==> config.mk <==
export PLATFORM = sky130hd
export DESIGN_NAME = sdr_16_rx
export DESIGN_NICKNAME = d
export VERILOG_FILES = /design/src/rtl/sdr_16_rx.sv
export SDC_FILE = /design/constraint.sdc
export NUM_CORES = 1
export LEC_CHECK = 0
export BUFFER_PORTS_ARGS = -buffer_cell sky130_fd_sc_hd__buf_2
export CAP_MARGIN = 20
export CELL_PAD_IN_SITES_DETAIL_PLACEMENT = 0
export CELL_PAD_IN_SITES_GLOBAL_PLACEMENT = 1
export CORE_MARGIN = 4
export CORE_UTILIZATION = 34
export DETAILED_ROUTE_END_ITERATION = 10
export HOLD_SLACK_MARGIN = 0.05
export PLACE_DENSITY = 0.87
export SYNTH_ARGS = -nofsm -noshare
export SYNTH_HDL_FRONTEND = slang
export SYNTH_SLANG_ARGS = --single-unit
==> constraint.sdc <==
create_clock -name sdram_clk -period 1.6 [get_ports sdram_clk]
set_input_delay 0.16 -clock sdram_clk [delete_from_list [all_inputs] [get_ports sdram_clk]]
set_output_delay 0.16 -clock sdram_clk [all_outputs]
set_load 0.02 [all_outputs]
==> src/rtl/sdr_16_rx.sv <==
// Read-data return stage for the 16-bit SDR SDRAM path: tags each READ, captures two beats, writes one 32-bit word.
// Optional macro SDR_RX_INPUT_REG_EN adds an input register on dq_pad_i and shifts capture/write one cycle later.
module sdr_16_rx #(
    parameter int CL    = 2,
    parameter int BURST = 2
) (
    input  logic        sdram_clk,
    input  logic        wb_rst_n,
    input  logic [2:0]  cmd,
    input  logic        cs_n,
    input  logic [2:0]  fifo_sel,
    input  logic [15:0] dq_pad_i,
    input  logic [7:0]  rx_fifo_full_i,
    output logic [31:0] rx_fifo_dat_o,
    output logic        rx_fifo_we_o,
    output logic [2:0]  rx_fifo_sel_o,
    output logic        rx_busy_o,
    output logic [7:0]  ovf_o,
    input  logic [7:0]  ovf_clr_i,
    output logic        rd_err_o
);

    localparam logic [2:0] CMD_READ = 3'b101;

`ifdef SDR_RX_INPUT_REG_EN
    localparam int XTRA = 1;
`else
    localparam int XTRA = 0;
`endif

    localparam int DEPTH   = CL + 2 + XTRA;
    localparam int CAP_STG = CL + XTRA;
    localparam int WR_STG  = CL + 1 + XTRA;

    if (CL != 2 && CL != 3) begin : g_cl_check
        $error("sdr_16_rx: CL must be 2 or 3");
    end
    if (BURST != 2) begin : g_burst_check
        $error("sdr_16_rx: BURST must be 2");
    end

    typedef struct packed {
        logic       vld;
        logic [2:0] sel;
    } tag_t;

    tag_t        tag_q [DEPTH];
    tag_t        tag_d [DEPTH];
    logic [15:0] hi_q, hi_d;
    logic [31:0] dat_q, dat_d;
    logic [2:0]  sel_q, sel_d;
    logic        we_q, we_d;
    logic [7:0]  ovf_q, ovf_d;
    logic        rd_err_q, rd_err_d;

    logic        rd_dec;
    logic        rd_clash;
    logic [15:0] dq_cap;
    tag_t        wr_tag;
    logic        wr_full;
    logic        busy;

`ifdef SDR_RX_INPUT_REG_EN
    logic [15:0] dq_q;

    always_ff @(posedge sdram_clk) begin
        dq_q <= dq_pad_i;
    end

    assign dq_cap = dq_q;
`else
    assign dq_cap = dq_pad_i;
`endif

    assign rd_dec   = !cs_n && (cmd == CMD_READ);
    // A READ one cycle behind another makes the older burst unusable on the bus.
    assign rd_clash = rd_dec && tag_q[0].vld;
    assign wr_tag   = tag_q[WR_STG];
    assign wr_full  = rx_fifo_full_i[wr_tag.sel];

    always_comb begin
        for (int i = 0; i < DEPTH; i++) begin
            tag_d[i] = '0;
        end
        tag_d[0].vld = rd_dec;
        tag_d[0].sel = rd_dec ? fifo_sel : 3'd0;
        for (int i = 1; i < DEPTH; i++) begin
            tag_d[i] = tag_q[i-1];
        end
        tag_d[1].vld = tag_q[0].vld && !rd_clash;

        hi_d = tag_q[CAP_STG].vld ? dq_cap : hi_q;

        we_d  = wr_tag.vld && !wr_full;
        dat_d = dat_q;
        sel_d = sel_q;
        if (we_d) begin
            dat_d = {hi_q, dq_cap};
            sel_d = wr_tag.sel;
        end

        // Clear first so a same-edge overflow set takes priority.
        ovf_d = ovf_q & ~ovf_clr_i;
        if (wr_tag.vld && wr_full) begin
            ovf_d[wr_tag.sel] = 1'b1;
        end

        rd_err_d = rd_err_q || rd_clash;

        busy = rd_dec;
        for (int i = 0; i < DEPTH; i++) begin
            busy = busy || tag_q[i].vld;
        end
    end

    always_ff @(posedge sdram_clk) begin
        if (!wb_rst_n) begin
            for (int i = 0; i < DEPTH; i++) begin
                tag_q[i] <= '0;
            end
            hi_q     <= '0;
            dat_q    <= '0;
            sel_q    <= '0;
            we_q     <= 1'b0;
            ovf_q    <= '0;
            rd_err_q <= 1'b0;
        end else begin
            for (int i = 0; i < DEPTH; i++) begin
                tag_q[i] <= tag_d[i];
            end
            hi_q     <= hi_d;
            dat_q    <= dat_d;
            sel_q    <= sel_d;
            we_q     <= we_d;
            ovf_q    <= ovf_d;
            rd_err_q <= rd_err_d;
        end
    end

    assign rx_fifo_dat_o = dat_q;
    assign rx_fifo_we_o  = we_q;
    assign rx_fifo_sel_o = sel_q;
    assign rx_busy_o     = busy;
    assign ovf_o         = ovf_q;
    assign rd_err_o      = rd_err_q;

endmodule

======== Word-level counts from Yosys, hierarchy flattened ========
Memory sizes are Yosys's and may differ from the RTL's.
Cells that the tools add are included.
storage, ports and cells
  register bits after elaboration ......... 61
  RAM bits ................................ 16
  input port bits ......................... 41
  output and inout bits ................... 46
  logic and storage cells ................. 43
  memories ................................ 1
memories
  memory  depth  width  read ports  clocked after Yosys merged registers in  write ports  RTL line  text
  tag_q   4      4      4           0                                        4            47        tag_t tag_q [DEPTH];
cells by class
  magnitude comparators ................... 2
  equal/unequal tests ..................... 1
  mux-type cells .......................... 12
  bitwise logic cells ..................... 7
  reduce and logical (&&, ||, !) cells .... 14
operators by type and width
  cell                count
  $mux 4              4
  $and 8x8->8         1
  $mux 8              1
  $not 8->8           1
  $or 8x8->8          1
  $logic_and 1x1->1   6
  $logic_or 1x1->1    5
  $lt 3x4->1 const B  1
  $mux 1              4
  $or 1x1->1          4
  $bmux 1 s3          1
  $demux 1 s3         1
  $eq 3x3->1 const B  1
  $ge 3x1->1 const B  1
  $logic_not 1->1     3
  $mux 3              1

======== Logic depth before layout (Yosys ltp) ========
Gate-level depths: netlist of the first run.
  word-level depth ........................ 6
  mapped depth ............................ 7
  depth with buffers taken out ............ 5

======== Worst setup path before layout of the first run ========
No wires, ideal clock.
  path type ............................... register -> register
  from .................................... memory tag_q[3][1] in the netlist's numbering
  to ...................................... register dat_q[0] (netlist: rx_fifo_dat_o[0])
  setup time .............................. 0.123 ns
  arrival ................................. 1.638 ns
  data required time ...................... 1.477 ns
  slack ................................... -0.161 ns
  cell stages (with the launch flop) ...... 7
  path buffers ............................ 2
  clock period less this slack ............ 1.761 ns
  cells stage by stage .................... dfxtp_1 > buf_6 > and4_4 > a31o_2 > nor4b_4 > clkbuf_2 > o21ai_0
RTL lines
  item                  RTL line  text
  start, declared       47
  end signal, assigned  132       dat_q <= dat_d;
  end, declared         50        logic [31:0] dat_q, dat_d;

==> results of run 1 <==
## kinds of logic (layout without fill, tap and decap cells)
family	Yosys count	in the layout	share of synthesized area (%)
simple gates	132	132	25.1
compound gates	47	47	9.32
mux	18	18	6.34
buf+inv	28	138	5.38
flops	77	77	53.9
## power groups by stage
stage / Clock, mW / Combinational (mW) / Sequential (mW)
2_1_floorplan: 0 / 0.0732 / 1.97
3_3_place_gp: 0 / 0.143 / 1.97
3_5_place_dp: 0 / 0.145 / 1.97
4_1_cts: 1.47 / 0.172 / 1.92
5_1_grt: 1.57 / 0.187 / 1.92
6_report: 1.43 / 0.171 / 1.92
## cell usage after synthesis
cell | n | area [sq um]
buf_6 | 5 | 56.3
and4_4 | 1 | 11.3
o21ai_1 | 7 | 35.0
and2b_1 | 1 | 7.51
inv_1 | 4 | 15.0
or3b_2 | 1 | 8.76
nor2_1 | 2 | 7.51
dfxtp_1 | 77 | 1540
buf_2 | 3 | 15.0
mux2i_1 | 17 | 170
or3_1 | 1 | 6.26
a31o_2 | 1 | 8.76
nor4bb_1 | 1 | 10.0
a32oi_1 | 3 | 26.3
nand2_1 | 37 | 139
nor4b_4 | 1 | 23.8
a21boi_0 | 5 | 37.5
mux2_2 | 1 | 11.3
buf_4 | 1 | 7.51
a21oi_1 | 2 | 10.0
clkbuf_2 | 3 | 15.0
o2bb2ai_1 | 1 | 8.76
and4_1 | 1 | 8.76
nand4_1 | 4 | 25.0
nor2b_1 | 22 | 138
and3_1 | 3 | 18.8
nor4_1 | 1 | 6.26
o21ai_0 | 28 | 140
clkbuf_1 | 12 | 45.0
and2_1 | 12 | 75.1
and2_2 | 1 | 7.51
nand2b_1 | 7 | 43.8
nand3_1 | 36 | 180
## how the worst min path moves through the flow
stage	from	end	slack, ns	depth (start not counted)
final	dq_pad_i[13]	rx_fifo_dat_o[13]$_SDFFE_PN0P_	0.06	3
after global routing	ovf_clr_i[5]	ovf_o[5]$_SDFF_PN0_	0.06	3
after CTS	dq_pad_i[13]	rx_fifo_dat_o[13]$_SDFFE_PN0P_	0.05	3
after detailed placement	fifo_sel[0]	tag_q[0][0]$_SDFF_PN0_	0.40	2
after global placement	dq_pad_i[7]	rx_fifo_dat_o[7]$_SDFFE_PN0P_	0.40	3
after floorplan	dq_pad_i[0]	rx_fifo_dat_o[0]$_SDFFE_PN0P_	0.29	2
## layer usage
layer	vias to the layer above	global-route usage (%)	routed length, um
met1	1092	17.1	3110
met3	8	4.77	435
met5	-	0	0
li1	1229	-	-
met4	0	5.04	70
met2	56	21.3	2990
## per-stage QoR
stage                     util [%]  setup WS, ns  setup TNS, ns
final                         47.3        -0.126          -3.57
after floorplan                  -        -0.121          -4.10
after global routing          47.3        -0.270          -8.75
after CTS                     48.0        -0.159          -4.64
after global placement        42.5        -0.149          -4.60
after detailed placement      42.5        -0.214          -6.94
## flip-flops by register name, indices dropped and copies added (netlist names)
register	cells
rx_fifo_dat_o	32
hi_q	16
tag_q	16
ovf_o	8
rx_fifo_sel_o	3
rd_err_o	1
rx_fifo_we_o	1
## critical path, delay by kind of cell, from the launching register on
family / cells / cell delay [ns]
simple gates: 2 / 0.38
buf+inv: 2 / 0.34
compound gates: 2 / 0.25
mux: 1 / 0.31
flops: 1 / 0.37
## area by class of cell
cell class | instances | share of cell area (%)
Multi-Input combinational cell | 197 | 31.9
Tap cell | 105 | 3.38
Clock buffer | 11 | 3.63
Timing Repair Buffer | 118 | 19.6
Clock inverter | 5 | 1.29
Sequential cell | 77 | 39.8
Inverter | 4 | 0.386
## timing repair
action,in CTS,in global routing
endpoints found under the hold margin,12,0
setup buffers,6,0
gates cloned,2,0
pin swaps,5,6
gates resized for setup,15,13
hold buffers,12,0
setup endpoints to repair,44,44
==> metrics.cfg, run 1 <==
[timing]
holdWs_ns = 0.0644
setup_viol = 39
clock-skew-final_ns = 0.00808
setup_slack_ns = -0.126
maxSlewHeadroom_pct = 72.2
fmax_mhz = 579
worstMarginPinSlew_ns = 0.417
min_period_ns = 1.73
hold_violations = 0
slew_violations = 0
grt_setup_unrepaired = yes
min_period_over_period_pct = 108

[final_layout]
nFillCells = 816
antennaDiodeCount = 0
stdcell_count = 517
final_area_sq_mm = 0.00389
multiInputGateArea_sq_mm = 0.00124
final_common_cell = buf_2
final_cell_mix = buf_2, dfxtp_1, nand2_1
layout.nets = 448
synthToLayoutAreaGrowth_pct = 36.0
seq_area_sq_mm = 0.00155
drive_gt1_share_pct = 34.0

[placement]
post-dp-hpwl_um = 4160
io_buffers = 86
dp.cells = 485
routabilityCongestion = 0.782
placed_area_sq_mm = 0.00349

[logic_synthesis]
synth-seq-cells = 77
synth_cell_types = 33
synthesis.area_sq_mm = 0.00286
syn_avg_cell_area_sq_um = 9.47
ys_seq_area_share_pct = 53.9
synthCells = 302
ys.warnings.count = 0
synth_nets = 343

[power_and_ir_drop]
clock_power_share_pct = 40.6
p_leak_nw = 1.63
seqPwrFrac_pct = 54.5
cellPowerDensity_mw_per_mm2 = 905
switching_share_pct = 21.6
vdd_drop_max_mv = 0.444
p_total_mw = 3.52
p_comb_share_pct = 4.8
internal_power_mw = 2.76
net-switching-power_mw = 0.760

[global_routing]
grt_pass1_vias = 2364
track_usage_pct = 13.5
grt_antenna_before_repair = 0
grt-ovfl-total = 0
grt_max_degree = 113
grt_pass1_wl_um = 10900

[setup_path]
required_ns = 1.88
r2r_end = rx_fifo_dat_o[21]$_SDFFE_PN0P_
worstPathArrival_ns = 2.00
start_kind = register
r2r_cells = 7
crit_start = tag_q[3][1]$_SDFF_PN0_
crit_type = register to register
crit_chain = mux2_4 > o2bb2ai_4 > nor4b_4 > buf_6 > buf_8 > nand3_1 > o21ai_1
cp_slowest_stage_delay_ns = 0.37
cpMaxStageDelayCell = dfxtp_4
r2r_start = tag_q[3][1]$_SDFF_PN0_
crit_path_end_kind = register
cp_max_fo = 13
r2r_slack_ns = -0.13
crit_end = rx_fifo_dat_o[21]$_SDFFE_PN0P_

[route]
vias_per_cell = 4.61
via_count = 2385
wl_um = 6610
wl_per_cell_um = 12.8
firstDrtPassIters = 4
antenna_left = 0
drc = 0
drtIter0Drc = 80

[clocking]
cts_buffers = 9
htreeDepth = 3
clockRootBuffer = clkbuf_8
cts_tree = built
cts.sinks = 77
clk_pin_slew_ns = 0.08
worst_skew_pair.late_latency_ns = 0.34
clockBufferDepth = 2

[flow_run]
maxCapViolCount = 0

[worst_hold_path]
hold_class = input port to register

[floorplanning]
die_w_um = 99.7
core_sq_mm = 0.00822
initial_core_util_pct = 34.8
dieArea_sq_mm = 0.00994
ios = 87
rows = 33
die_h_um = 99.7

[run_status]
status = finished with violations
failed_checks = setup timing

Power figures use the tool's default switching activity.
==> run 2: changes to the inputs <==
--- a/config.mk
+++ b/config.mk
@@ -10,10 +10,11 @@
 export CELL_PAD_IN_SITES_DETAIL_PLACEMENT = 0
 export CELL_PAD_IN_SITES_GLOBAL_PLACEMENT = 1
 export CORE_MARGIN = 4
-export CORE_UTILIZATION = 34
+export CORE_UTILIZATION = 40
 export DETAILED_ROUTE_END_ITERATION = 10
+export GPL_TIMING_DRIVEN = 0
 export HOLD_SLACK_MARGIN = 0.05
-export PLACE_DENSITY = 0.87
+export PLACE_DENSITY = 0.95
 export SYNTH_ARGS = -nofsm -noshare
 export SYNTH_HDL_FRONTEND = slang
 export SYNTH_SLANG_ARGS = --single-unit
==> constraint.sdc (replaced) <==
create_clock -name sdram_clk -period 2.1 [get_ports sdram_clk]
set_input_delay 0.21 -clock sdram_clk [delete_from_list [all_inputs] [get_ports sdram_clk]]
set_output_delay 0.21 -clock sdram_clk [all_outputs]
set_load 0.02 [all_outputs]
==> run 2 against run 1 <==
The run now ends clean. Largest power group unchanged. Cell count fell by 3.1%. Worst hold slack better by 0.027 ns. Critical path type unchanged. Sequential power fell by 24%. Setup slack improved by 0.25 ns. Routed wire length up 5.4%. Global-route usage is 3.5 points higher. Sequential share of layout area rose by 2.5 points. Via count up 0.17%. Utilization is 5.7 points higher. Sequential cell count is the same. Clock power down 13%. Clock skew increased by 0.0028 ns.
==> metrics.cfg, run 2 (synthesized netlist as in run 1, its figures left out) <==
[global_routing]
grt-ovfl-total = 0
grt_pass1_wl_um = 11400
track_usage_pct = 17.1
grt_pass1_vias = 2306
grt_max_degree = 14
grt_antenna_before_repair = 0

[power_and_ir_drop]
cellPowerDensity_mw_per_mm2 = 775
seqPwrFrac_pct = 51.8
switching_share_pct = 21.7
internal_power_mw = 2.21
clock_power_share_pct = 44.2
p_comb_share_pct = 4.0
p_leak_nw = 1.53
p_total_mw = 2.82
vdd_drop_max_mv = 0.400
net-switching-power_mw = 0.612

[setup_path]
r2r_end = rx_fifo_dat_o[9]$_SDFFE_PN0P_
cp_num_buf_inv = 3
crit_family = simple AND/OR/NAND/NOR gates
cp_slowest_stage_delay_ns = 0.49
r2r_slack_ns = 0.12
r2r_start = tag_q[3][2]$_SDFF_PN0_
cpMaxStageDelayCell = or3b_2
required_ns = 2.33
worstPathArrival_ns = 2.21
cp_max_fo = 10
r2r_cells = 8
crit_type = register to register
start_kind = register
crit_path_end_kind = register
crit_chain = or3b_2 > a21oi_1 > nor4b_4 > buf_4 > buf_4 > buf_6 > nand3_1 > o21ai_0
cpMostUsedCell = buf_4

[run_status]
status = finished, final reports clean

[timing]
holdWs_ns = 0.0918
setup_viol = 0
worstMarginPinSlew_ns = 0.767
setup-tns-final_ns = 0
hold_violations = 0
grt_setup_unrepaired = no
fmax_mhz = 505
clock-skew-final_ns = 0.0109
maxSlewHeadroom_pct = 48.2
min_period_over_period_pct = 94.2
min_period_ns = 1.98
slew_violations = 0

[final_layout]
final_core_util_pct = 53.1
largest_reg_flops = 32
final_common_cell = buf_2
synthToLayoutAreaGrowth_pct = 27.4
final_cell_mix = buf_2, dfxtp_1, nand2_1
antennaDiodeCount = 0
stdcell_count = 501
layout.nets = 441
drive_gt1_share_pct = 29.9

[floorplanning]
die_w_um = 92.6
die_h_um = 92.6
initial_core_util_pct = 41.6
rows = 30
ios = 87
dieArea_sq_mm = 0.00857
core_sq_mm = 0.00687

[clocking]
cts_buffers = 9
clockRootBuffer = clkbuf_8
clk_pin_slew_ns = 0.08
cts.sinks = 77
htreeDepth = 3
worst_skew_pair.late_latency_ns = 0.35
clockBufferDepth = 2
cts_tree = built

[worst_hold_path]
hold_class = input port to register
min-delay-start = dq_pad_i[13]
holdPathStages = 3
worst_hold_path.endpoint = rx_fifo_dat_o[13]$_SDFFE_PN0P_

[route]
antenna_left = 0
firstDrtPassIters = 4
via_count = 2389
wl_um = 6970
drtIter0Drc = 92
wl_per_cell_um = 13.9
vias_per_cell = 4.77
drc = 0

[flow_run]
maxCapViolCount = 0

[placement]
routabilityCongestion = 0.813
io_buffers = 85
dp.cells = 483
post-dp-hpwl_um = 5150

## run 2: layout make-up
| cell class | count | area [sq um] |
|---|---|---|
| fill | 652 | 3220 |
| sequential | 77 | 1540 |
| multi-input combinational | 197 | 1160 |
| timing repair buffer | 87 | 440 |
| buffer | 24 | 139 |
| clock buffer | 10 | 138 |
| tap | 96 | 120 |
| clock inverter | 6 | 86.3 |
| inverter | 4 | 15.0 |
## run 2: per-layer routing
layer  GRT usage, %  wire (um)
met5              0          0
met1           22.2       3150
met3           4.14        470
met2           26.3       3280
met4           8.54         77
## run 2: worst max path at each step
stage                                start                              to  cells past startpoint
global placement    tag_q[3][2]$_SDFF_PN0_  rx_fifo_dat_o[23]$_SDFFE_PN0P_                      5
detailed placement  tag_q[3][2]$_SDFF_PN0_  rx_fifo_dat_o[24]$_SDFFE_PN0P_                      5
global route        tag_q[3][2]$_SDFF_PN0_   rx_fifo_dat_o[2]$_SDFFE_PN0P_                      8
floorplan           tag_q[3][1]$_SDFF_PN0_   rx_fifo_dat_o[0]$_SDFFE_PN0P_                      6
CTS                 tag_q[3][2]$_SDFF_PN0_  rx_fifo_dat_o[24]$_SDFFE_PN0P_                      5
finish              tag_q[3][2]$_SDFF_PN0_   rx_fifo_dat_o[9]$_SDFFE_PN0P_                      8
## run 2: timing repair
item | in CTS | in global routing
endpoints found under the setup margin | 0 | 27
resized for setup | 0 | 0
buffers inserted | 0 | 2
hold buffers | 0 | 0
## run 2: metrics by stage
stage | setup slack (ns) | instance area [sq um]
final | 0.121 | 3640
after global placement | 0.103 | 3410
after global routing | 0.0404 | 3640
after CTS | 0.0172 | 3630
after detailed placement | 0.0413 | 3410
after floorplan | 0.339 | 2860
## run 2: worst reg2reg max path: cells and delay by family, from the launching register on
family	cells	cell delay (ns)
buffers and inverters	3	0.44
AO/OA/AOI/OAI	2	0.37
AND/OR/NAND/NOR	3	0.64
flip-flops	1	0.40
## run 2: power by group through the flow
stage	sequential, mW	clock [mW]	combinational [mW]
3_5_place_dp	1.50	0	0.113
5_1_grt	1.46	1.33	0.124
3_3_place_gp	1.50	0	0.113
2_1_floorplan	1.50	0	0.0517
6_report	1.46	1.25	0.112
4_1_cts	1.46	1.26	0.114
